<file path="config.mk">
export PLATFORM = sky130hd
export DESIGN_NAME = serial_op_unit_flat
export DESIGN_NICKNAME = d
export VERILOG_FILES = /design/src/rtl/serial_op_unit_if.sv /design/src/rtl/serial_op_unit.sv /design/src/flat_wrapper.sv
export SDC_FILE = /design/constraint.sdc
export NUM_CORES = 1
export LEC_CHECK = 0
export ABC_AREA = 1
export CAP_MARGIN = 20
export CORE_MARGIN = 10
export CORE_UTILIZATION = 40
export DETAILED_ROUTE_END_ITERATION = 6
export GPL_ROUTABILITY_DRIVEN = 1
export PLACE_DENSITY = 0.53
export SLEW_MARGIN = 20
export SYNTH_ARGS = -nofsm -noshare
export SYNTH_HDL_FRONTEND = slang
export SYNTH_SLANG_ARGS = --single-unit
</file>
<file path="constraint.sdc">
create_clock -name clk -period 9.3 [get_ports clk]
set_input_delay 0.93 -clock clk [delete_from_list [all_inputs] [get_ports clk]]
set_output_delay 0.93 -clock clk [all_outputs]
set_load 0.05 [all_outputs]
</file>
<file path="src/rtl/serial_op_unit_if.sv">
// Operand/opcode offer and result return between decode stage and operator unit.
// Both directions use a valid/ready handshake; a transfer happens when both are high.
// master = producer/consumer side, slave = serial_op_unit.
interface serial_op_unit_if #(
    parameter int WIDTH = 32
);
    // operand/opcode offer
    logic             in_valid;
    logic             in_ready;
    logic [3:0]       op;
    logic [WIDTH-1:0] a;
    logic [WIDTH-1:0] b;

    // result return
    logic             out_valid;
    logic             out_ready;
    logic [WIDTH-1:0] result;
    logic             div_by_zero;

    modport master (
        output in_valid,
        output op,
        output a,
        output b,
        output out_ready,
        input  in_ready,
        input  out_valid,
        input  result,
        input  div_by_zero
    );

    modport slave (
        input  in_valid,
        input  op,
        input  a,
        input  b,
        input  out_ready,
        output in_ready,
        output out_valid,
        output result,
        output div_by_zero
    );
endinterface

</file>
<file path="src/rtl/serial_op_unit.sv">
// Two-operand operator unit: single-cycle ALU ops, iterative shift-add MUL and restoring DIV/MOD.
// Latency: 1 cycle for single-cycle ops, WIDTH+1 cycles for MUL/DIV/MOD (accept edge to out_valid).
// Backpressure: in_ready only in IDLE; result and div_by_zero held in DONE until out_ready.
module serial_op_unit #(
    parameter int WIDTH = 32
) (
    input  logic             clk,
    input  logic             rst,
    serial_op_unit_if.slave  bus
);

    localparam int CW = $clog2(WIDTH) + 1;

    localparam logic [3:0] OP_ADD  = 4'd0;
    localparam logic [3:0] OP_SUB  = 4'd1;
    localparam logic [3:0] OP_MUL  = 4'd2;
    localparam logic [3:0] OP_DIV  = 4'd3;
    localparam logic [3:0] OP_MOD  = 4'd4;
    localparam logic [3:0] OP_SHL  = 4'd5;
    localparam logic [3:0] OP_SHR  = 4'd6;
    localparam logic [3:0] OP_LES  = 4'd7;
    localparam logic [3:0] OP_GES  = 4'd8;
    localparam logic [3:0] OP_EQ   = 4'd9;
    localparam logic [3:0] OP_NE   = 4'd10;
    localparam logic [3:0] OP_RAND = 4'd11;
    localparam logic [3:0] OP_ROR  = 4'd12;
    localparam logic [3:0] OP_RXOR = 4'd13;

    // Shift amounts at or above this give zero.
    localparam logic [WIDTH-1:0] SHIFT_LIMIT = WIDTH'(WIDTH);
    // Counter value during the final iteration cycle.
    localparam logic [CW-1:0]    CNT_LAST    = CW'(WIDTH - 1);

    typedef enum logic [1:0] {
        IDLE = 2'd0,
        BUSY = 2'd1,
        DONE = 2'd2
    } state_t;

    state_t           state;
    logic             in_ready_q;
    logic             out_valid_q;
    logic [WIDTH-1:0] result_q;
    logic             dbz_q;

    // Captured opcode and iteration working registers.
    // MUL: x = multiplicand (shifts left), y = multiplier (shifts right), acc = partial product.
    // DIV/MOD: x = dividend shifting out MSB-first and collecting quotient bits, y = divisor,
    //          rem = partial remainder.
    logic [3:0]       op_q;
    logic [WIDTH-1:0] x;
    logic [WIDTH-1:0] y;
    logic [WIDTH-1:0] acc;
    logic [WIDTH-1:0] rem;
    logic [CW-1:0]    cnt;

    logic [WIDTH-1:0] single_res;
    logic             is_iter;

    logic [WIDTH-1:0] acc_nxt;
    logic [WIDTH:0]   rem_sh;
    logic [WIDTH:0]   rem_sub;
    logic             q_bit;
    logic [WIDTH-1:0] rem_nxt;
    logic [WIDTH-1:0] quot_nxt;

    assign bus.in_ready    = in_ready_q;
    assign bus.out_valid   = out_valid_q;
    assign bus.result      = result_q;
    assign bus.div_by_zero = dbz_q;

    assign is_iter = (bus.op == OP_MUL) || (bus.op == OP_DIV) || (bus.op == OP_MOD);

    // Single-cycle result straight from the offered operands; 1-bit results zero-extended.
    always_comb begin
        single_res = '0;
        case (bus.op)
            OP_ADD:  single_res = bus.a + bus.b;
            OP_SUB:  single_res = bus.a - bus.b;
            OP_SHL:  single_res = (bus.b >= SHIFT_LIMIT) ? '0 : (bus.a << bus.b);
            OP_SHR:  single_res = (bus.b >= SHIFT_LIMIT) ? '0 : (bus.a >> bus.b);
            OP_LES:  single_res = {{(WIDTH-1){1'b0}}, ($signed(bus.a) <= $signed(bus.b))};
            OP_GES:  single_res = {{(WIDTH-1){1'b0}}, ($signed(bus.a) >= $signed(bus.b))};
            OP_EQ:   single_res = {{(WIDTH-1){1'b0}}, (bus.a == bus.b)};
            OP_NE:   single_res = {{(WIDTH-1){1'b0}}, (bus.a != bus.b)};
            OP_RAND: single_res = {{(WIDTH-1){1'b0}}, (&bus.a)};
            OP_ROR:  single_res = {{(WIDTH-1){1'b0}}, (|bus.a)};
            OP_RXOR: single_res = {{(WIDTH-1){1'b0}}, (^bus.a)};
            default: single_res = '0;
        endcase
    end

    // One iteration step for both iterative datapaths.
    // With a zero divisor every step subtracts nothing, so the quotient fills with ones
    // and the remainder ends up equal to the dividend, which is exactly the required output.
    always_comb begin
        acc_nxt  = acc + (y[0] ? x : '0);
        rem_sh   = {rem, x[WIDTH-1]};
        rem_sub  = rem_sh - {1'b0, y};
        q_bit    = (rem_sh >= {1'b0, y});
        rem_nxt  = q_bit ? rem_sub[WIDTH-1:0] : rem_sh[WIDTH-1:0];
        quot_nxt = {x[WIDTH-2:0], q_bit};
    end

    // Control FSM with registered handshake outputs, result and working registers.
    always_ff @(posedge clk) begin
        if (rst) begin
            state       <= IDLE;
            in_ready_q  <= 1'b1;
            out_valid_q <= 1'b0;
            result_q    <= '0;
            dbz_q       <= 1'b0;
            op_q        <= '0;
            x           <= '0;
            y           <= '0;
            acc         <= '0;
            rem         <= '0;
            cnt         <= '0;
        end else begin
            case (state)
                IDLE: begin
                    if (bus.in_valid) begin
                        op_q       <= bus.op;
                        in_ready_q <= 1'b0;
                        if (is_iter) begin
                            state <= BUSY;
                            x     <= bus.a;
                            y     <= bus.b;
                            acc   <= '0;
                            rem   <= '0;
                            cnt   <= '0;
                            dbz_q <= (bus.op != OP_MUL) && (bus.b == '0);
                        end else begin
                            state       <= DONE;
                            out_valid_q <= 1'b1;
                            result_q    <= single_res;
                            dbz_q       <= 1'b0;
                        end
                    end
                end

                BUSY: begin
                    cnt <= cnt + CW'(1);
                    if (op_q == OP_MUL) begin
                        acc <= acc_nxt;
                        x   <= x << 1;
                        y   <= y >> 1;
                    end else begin
                        rem <= rem_nxt;
                        x   <= quot_nxt;
                    end
                    // Final iteration: publish the freshly computed value.
                    if (cnt == CNT_LAST) begin
                        state       <= DONE;
                        out_valid_q <= 1'b1;
                        if (op_q == OP_MUL) begin
                            result_q <= acc_nxt;
                        end else if (op_q == OP_DIV) begin
                            result_q <= quot_nxt;
                        end else begin
                            result_q <= rem_nxt;
                        end
                    end
                end

                DONE: begin
                    if (bus.out_ready) begin
                        state       <= IDLE;
                        out_valid_q <= 1'b0;
                        in_ready_q  <= 1'b1;
                    end
                end

                default: begin
                    state       <= IDLE;
                    out_valid_q <= 1'b0;
                    in_ready_q  <= 1'b1;
                end
            endcase
        end
    end

endmodule

</file>
<file path="src/flat_wrapper.sv">
// flat-port wrapper written by rule: the top's interface ports become plain ports
module serial_op_unit_flat 
#(
    parameter int WIDTH = 32
)
  (clk, rst, bus_in_valid, bus_op, bus_a, bus_b, bus_out_ready, bus_in_ready, bus_out_valid, bus_result, bus_div_by_zero);
  serial_op_unit_if #(.WIDTH(WIDTH)) bus_i ();
  input  logic clk;
  input  logic rst;
  input wire logic [$bits(bus_i.in_valid)-1:0] bus_in_valid;
  input wire logic [$bits(bus_i.op)-1:0] bus_op;
  input wire logic [$bits(bus_i.a)-1:0] bus_a;
  input wire logic [$bits(bus_i.b)-1:0] bus_b;
  input wire logic [$bits(bus_i.out_ready)-1:0] bus_out_ready;
  output wire logic [$bits(bus_i.in_ready)-1:0] bus_in_ready;
  output wire logic [$bits(bus_i.out_valid)-1:0] bus_out_valid;
  output wire logic [$bits(bus_i.result)-1:0] bus_result;
  output wire logic [$bits(bus_i.div_by_zero)-1:0] bus_div_by_zero;
  assign bus_i.in_valid = bus_in_valid;
  assign bus_i.op = bus_op;
  assign bus_i.a = bus_a;
  assign bus_i.b = bus_b;
  assign bus_i.out_ready = bus_out_ready;
  assign bus_in_ready = bus_i.in_ready;
  assign bus_out_valid = bus_i.out_valid;
  assign bus_result = bus_i.result;
  assign bus_div_by_zero = bus_i.div_by_zero;
  serial_op_unit #(.WIDTH(WIDTH)) u_core (.clk(clk), .rst(rst), .bus(bus_i));
endmodule
</file>
==> results of run 1 <==
[per-layer routing]
layer  vias to the layer above  routed length [um]
met1                     12100               45400
met3                       235                8810
li1                      12200                   -
met4                         2                6050
met2                      1281               45700
met5                         -                  15
[power groups by stage]
stage / clock network (uW) / registers, uW / logic (uW)
floorplan: 0 / 972 / 857
global placement: 0 / 914 / 1420
detailed placement: 0 / 916 / 1420
CTS: 783 / 899 / 1430
global route: 811 / 908 / 1570
finish: 775 / 902 / 1450
[flip-flops by register name, indices dropped and copies added (netlist names)]
| name | flops |
|---|---|
| u_core.state | 2 |
| u_core.bus.result | 32 |
| u_core.x | 32 |
| u_core.y | 32 |
| u_core.op_q | 4 |
| u_core.cnt | 6 |
| u_core.acc | 32 |
| u_core.bus.in_ready | 1 |
| u_core.rem | 32 |
| u_core.bus.div_by_zero | 1 |
| u_core.bus.out_valid | 1 |
[how the worst min path moves through the flow]
| stage | endpoint | slack [ns] |
|---|---|---|
| global placement | u_core.acc[0] | 0.45 |
| finish | u_core.acc[20] | 0.47 |
| global route | u_core.acc[4] | 0.49 |
| floorplan | u_core.acc[3] | 0.45 |
| CTS | u_core.acc[20] | 0.47 |
| detailed placement | u_core.acc[15] | 0.46 |
[cells in the mapped netlist, types with 4 or more instances]
cell type,n
o21ai_2,12
xor2_1,23
nor2_2,6
clkinv_1,5
nor4_1,10
xnor2_1,33
nand2_1,1112
o21bai_1,22
nand2_2,15
nand4_1,55
a211oi_1,5
or2_2,14
a221oi_1,8
nor2_1,312
dfxtp_1,175
a21o_1,24
a21boi_0,8
fa_1,4
nand3_1,391
a21oi_1,277
o21ai_1,38
buf_2,26
o21ai_0,210
buf_6,8
o21a_1,38
nand3b_1,19
buf_1,23
clkbuf_1,110
o211ai_1,13
inv_1,416
inv_2,8
ha_1,160
a31oi_1,72
nor3_1,28
[worst max-delay path: stages]
cell	delay, ns
clkdlybuf4s50_1	0.45
buf_4	0.43
ha_1	0.23
inv_1	0.09
fa_1	0.43
nand3_1	0.09
nand2_1	0.13
nand2_1	0.09
nand3_1	0.21
a21oi_1	0.32
inv_1	0.14
a21o_1	0.21
o21ai_0	0.15
a21oi_1	0.06
nor2_1	0.49
nand2_1	0.23
nand2_1	0.10
nand3_1	0.14
nand2_1	0.10
inv_1	0.04
[layout by cell type, fill, tap and decap left out, drive strengths merged, types with 23 or more instances in the layout]
cell           instances
xnor2                 33
nor3                  28
a31oi                 72
nand3                392
a21o                  24
a21oi                281
inv                  426
nand4                 55
ha                   160
nand2               1127
buf                   35
o21a                  38
nor2                 321
xor2                  23
clkdlybuf4s50        102
o21ai                261
dfxtp                175
[area by class of cell]
cell class | instances | area (um^2)
sequential | 175 | 3500
clock inverter | 12 | 158
inverter | 429 | 1610
antenna | 1 | 2.50
tap | 680 | 851
multi-input combinational | 2937 | 15200
clock buffer | 20 | 447
timing repair buffer | 137 | 1290
fill | 5652 | 28600
[metrics by stage]
step	setup slack, ns	hold slack, ns
2_1_floorplan	5.69	0.445
3_3_place_gp	4.13	0.453
3_5_place_dp	4.14	0.464
4_1_cts	4.63	0.473
5_1_grt	4.30	0.493
6_report	4.59	0.472
[cell families after synthesis]
logic type / share of synthesized area
AND/OR/NAND/NOR: 0.395
flip-flops: 0.167
multiplexers: 0.000477
XOR/XNOR: 0.0234
adder cells (fa/ha/maj): 0.0992
AO/OA/AOI/OAI: 0.203
buffers and inverters: 0.112
==> flow_metrics.env, run 1 <==
export IMPL_status="complete, no violations"
export IMPL_track_usage=0.323
export IMPL_viasPerCell=5.88
export IMPL_ff2ff_setup_slack_ns=5.54
export IMPL_path_class="in -> reg"
export IMPL_grt_pass1_vias=24200
export IMPL_rsz0062_at_grt="no"
export IMPL_use_met3=0.0606
export IMPL_placed_cell_area_um2=22400
export IMPL_min_delay_start="u_core.acc[20]"
export IMPL_yosysSeqAreaShare=0.167
export IMPL_finalCritPeriodShare=0.507
export IMPL_drive_above_1_share=0.0380
export IMPL_die_h_um=249
export IMPL_hp_class="reg -> reg"
export IMPL_crit_start="bus_b[0]"
export IMPL_drcViolationCount=0
export IMPL_gr_total_overflow=0
export IMPL_clk_latency_ns=0.46
export IMPL_antenna_found_initial=1
export IMPL_r2r_end="u_core.bus.result[24]"
export IMPL_post_cts_resized=0
export IMPL_area_delta_synth_final_pct=9.79
export IMPL_core_area_um2=51600
export IMPL_antenna_left=0
export IMPL_synth_top_area_frac=0.199
export IMPL_setup_viol=0
export IMPL_placed_cells=4358
export IMPL_post_cts_setup_buffers=0
export IMPL_p_comb_frac=0.464
export IMPL_drt_iter0_drc=3172
export IMPL_ioPinCount=107
export IMPL_synth_main_ff_cell="dfxtp_1"
export IMPL_hold_violations=0
export IMPL_hpwlAfterDp_um=84700
export IMPL_finalNonFillerCells=4391
export IMPL_grt_max_degree=102
export IMPL_irDropWorstVdd_v=0.000141
export IMPL_final_nets=3933
export IMPL_fin_tns_setup_ns=0
export IMPL_synth_edf_count=0
export IMPL_clock_power_share=0.247
export IMPL_clk_pin_slew_ns=0.07
export IMPL_powerDensity_nw_per_um2=136
export IMPL_io_buffer_count=106
export IMPL_initial_core_util=0.407
export IMPL_yosysWarnings=0
export IMPL_syn_avg_cell_area_um2=5.66
export IMPL_place_gp_congestion=1.05
export IMPL_synth_nets=3946
export IMPL_p_int_uw=1680
export IMPL_dieArea_um2=62000
export IMPL_met1_usage=0.420
export IMPL_r2r_start="u_core.y[0]"
export IMPL_tightest_slew_ns=1.12
export IMPL_syn_area_um2=21000
export IMPL_final_cell_area_um2=23000
export IMPL_fmax_mhz=212
export IMPL_clock_path_buffers=2
export IMPL_vias=25800
export IMPL_power_frac_seq=0.288
export IMPL_ys_ff_latch=175
export IMPL_required_ns=9.66
export IMPL_cp_end_kind="flop"
export IMPL_relSlewSlack=0.252
export IMPL_cap_viol_max_count=0
export IMPL_finalPower_uw=3130
export IMPL_fin_crit_ns=4.71
export IMPL_cts_tree="built"
export IMPL_netlist_top_cells_area="nand2_1 (20%), dfxtp_1 (17%), ha_1 (9.5%)"
export IMPL_finalWirelength_um=106000
export IMPL_grt_pass1_wl_um=155000
export IMPL_setup_worst_path_end="u_core.bus.result[20]"
export IMPL_top_usage_layer="met2"
export IMPL_crit_fanout=39
export IMPL_netlist_instances=3710
export IMPL_ff2ff_path_depth=19
export IMPL_cts_sinks=175
export IMPL_synthArstFlopShare=0
export IMPL_avgRoutedWirePerCell_um=24.1
export IMPL_cts_root_buffer="clkbuf_16"
export IMPL_leakage_uw=0.0115
export IMPL_die_w_um=249
export IMPL_p_sw_uw=1450
export IMPL_utilization=0.446
export IMPL_yosys_area_top_type="nand2_1"
export IMPL_crit_arrival_ns=5.07
export IMPL_dr_pass1_iters=6
export IMPL_min_path_cells=2
export IMPL_h_tree_depth=4
export IMPL_swShare=0.463
export IMPL_numCtsBuffers=17
export IMPL_rows=83
export IMPL_cts_hold_buffers_added=0
export IMPL_cp_start_kind="input port"
export IMPL_ys_types=55
export IMPL_finClkSkew_ns=0.0109
export IMPL_gr_usage_met2=0.497
export IMPL_drv_slew=0
(Power assumes the default switching activity.)
==> run 2, diff against run 1 <==
- PLACE_DENSITY: 0.53 -> 0.55
- clock period: 9.3 -> 4.12 ns (I/O delays scaled with it)
==> run 2 against run 1 <==
Combinational power increased by 130%. Via count is 1.2% lower. Global-route usage shrank 1.1 points. Register-to-register slack got worse by 4.9 ns. First-iteration DRC count is 13% lower.
==> flow_metrics.env, run 2 (synthesis gave the netlist of run 1 again) <==
export IMPL_place_gp_congestion=1.04
export IMPL_relSlewSlack=0.361
export IMPL_required_ns=4.48
export IMPL_cp_start_kind="input port"
export IMPL_clk_latency_ns=0.46
export IMPL_grt_pass1_vias=23600
export IMPL_cts_tree="built"
export IMPL_core_area_um2=51600
export IMPL_setup_viol=0
export IMPL_ff2ff_setup_slack_ns=0.63
export IMPL_use_met3=0.0608
export IMPL_place_ws_ns=0.135
export IMPL_fin_tns_setup_ns=0
export IMPL_clock_path_buffers=2
export IMPL_initial_core_util=0.407
export IMPL_area_delta_synth_final_pct=13.8
export IMPL_cts_root_buffer="clkbuf_16"
export IMPL_drive_above_1_share=0.0645
export IMPL_avgRoutedWirePerCell_um=22.7
export IMPL_cp_end_kind="flop"
export IMPL_fin_crit_ns=3.67
export IMPL_grt_max_degree=88
export IMPL_grt_pass1_wl_um=151000
export IMPL_drt_iter0_drc=2753
export IMPL_hpwlAfterDp_um=81500
export IMPL_cts_hold_buffers_added=0
export IMPL_antenna_found_initial=2
export IMPL_irDropWorstVdd_v=0.000298
export IMPL_drcViolationCount=0
export IMPL_final_cell_mix="nand2_1 (1,112), inv_1 (413), nand3_1 (391)"
export IMPL_h_tree_depth=4
export IMPL_die_w_um=249
export IMPL_tightest_slew_ns=0.958
export IMPL_cap_viol_max_count=0
export IMPL_post_cts_setup_buffers=0
export IMPL_vias=25500
export IMPL_mostFrequentLayoutCell="nand2_1"
export IMPL_finClkSkew_ns=0.0136
export IMPL_top_usage_layer="met2"
export IMPL_cts_sinks=175
export IMPL_io_buffer_count=106
export IMPL_crit_fanout=6
export IMPL_dr_pass1_iters=6
export IMPL_viasPerCell=5.68
export IMPL_path_class="in -> reg"
export IMPL_dieArea_um2=62000
export IMPL_hold_violations=0
export IMPL_drv_slew=0
export IMPL_track_usage=0.313
export IMPL_status="complete, no violations"
export IMPL_clk_pin_slew_ns=0.08
export IMPL_numCtsBuffers=17
export IMPL_fmax_mhz=272
export IMPL_rows=83
export IMPL_crit_arrival_ns=4.03
export IMPL_die_h_um=249
export IMPL_finalWirelength_um=102000
export IMPL_gr_usage_met2=0.479
export IMPL_antenna_left=0
export IMPL_finalCritPeriodShare=0.891
export IMPL_powerDensity_nw_per_um2=299
export IMPL_hp_class="in -> reg"
export IMPL_finalWorstSetupSlack_ns=0.448
export IMPL_final_nets=4039
export IMPL_met1_usage=0.424
export IMPL_ioPinCount=107
export IMPL_post_cts_resized=0
export IMPL_placed_cell_area_um2=23300
export IMPL_rsz0062_at_grt="no"
export IMPL_gr_total_overflow=0
export IMPL_final_cell_area_um2=23900
export IMPL_leakage_uw=0.0120
==> run 2: changes by cell type in the layout (fill, tap and decap cells not counted), sizes merged <==
| cell | delta |
|---|---|
| buf | +106 |
| bufinv | -1 |
| clkbuf | -2 |
| clkinv | +3 |
| clkinvlp | -2 |
| inv | +2 |
==> run 2: final timing paths <==
check                 startpoint                     to  depth (start not counted)
hold reg to reg   u_core.acc[20]         u_core.acc[20]                          2
setup / recovery        bus_b[5]  u_core.bus.result[14]                         16
hold / removal               rst    u_core.bus.in_ready                          3
setup reg to reg     u_core.y[0]  u_core.bus.result[22]                         16
==> run 2: through the flow <==
stage          hold WS [ns]   util  instances  total power [uW]
2_1_floorplan         0.445      -       3710              4130
3_3_place_gp          0.460  0.451       4464              5360
3_5_place_dp          0.461  0.451       4464              5340
4_1_cts               0.314  0.463       4496              7090
5_1_grt               0.337  0.463       4496              7530
6_report              0.312  0.463       4497              7140
==> run 2: layout make-up <==
cell class / count / area, um^2
diodes: 1 / 2.50
multi-input cells: 2937 / 15200
well taps: 680 / 851
repair buffers: 243 / 2130
flip-flops and latches: 175 / 3500
clock inverters: 14 / 178
inverters: 429 / 1610
clock buffers: 18 / 439
fillers: 5747 / 27700
==> run 2: where the power goes <==
part	internal (uW)	switching [uW]	total, uW	leakage, uW
Combinational	1040	2290	3330	0.0103
Clock	937	827	1760	0.000301
Sequential	1860	190	2050	0.00143
==> run 2: critical path, cell delays in order <==
cell             delay, ns
clkdlybuf4s50_1       0.74
inv_1                 0.19
ha_1                  0.42
inv_1                 0.13
a21o_1                0.17
a21oi_1               0.26
inv_1                 0.15
a21oi_1               0.32
inv_1                 0.14
o21ai_0               0.22
o21ai_0               0.32
nand3b_1              0.30
nand2_1               0.07
nand3_1               0.07
nand2_1               0.06
inv_1                 0.03
==> run 2: routing by layer <==
layer	up-vias	routed length, um
met5	-	27
met4	4	4370
met3	202	9250
met2	1175	43700
met1	11800	44600
li1	12400	-
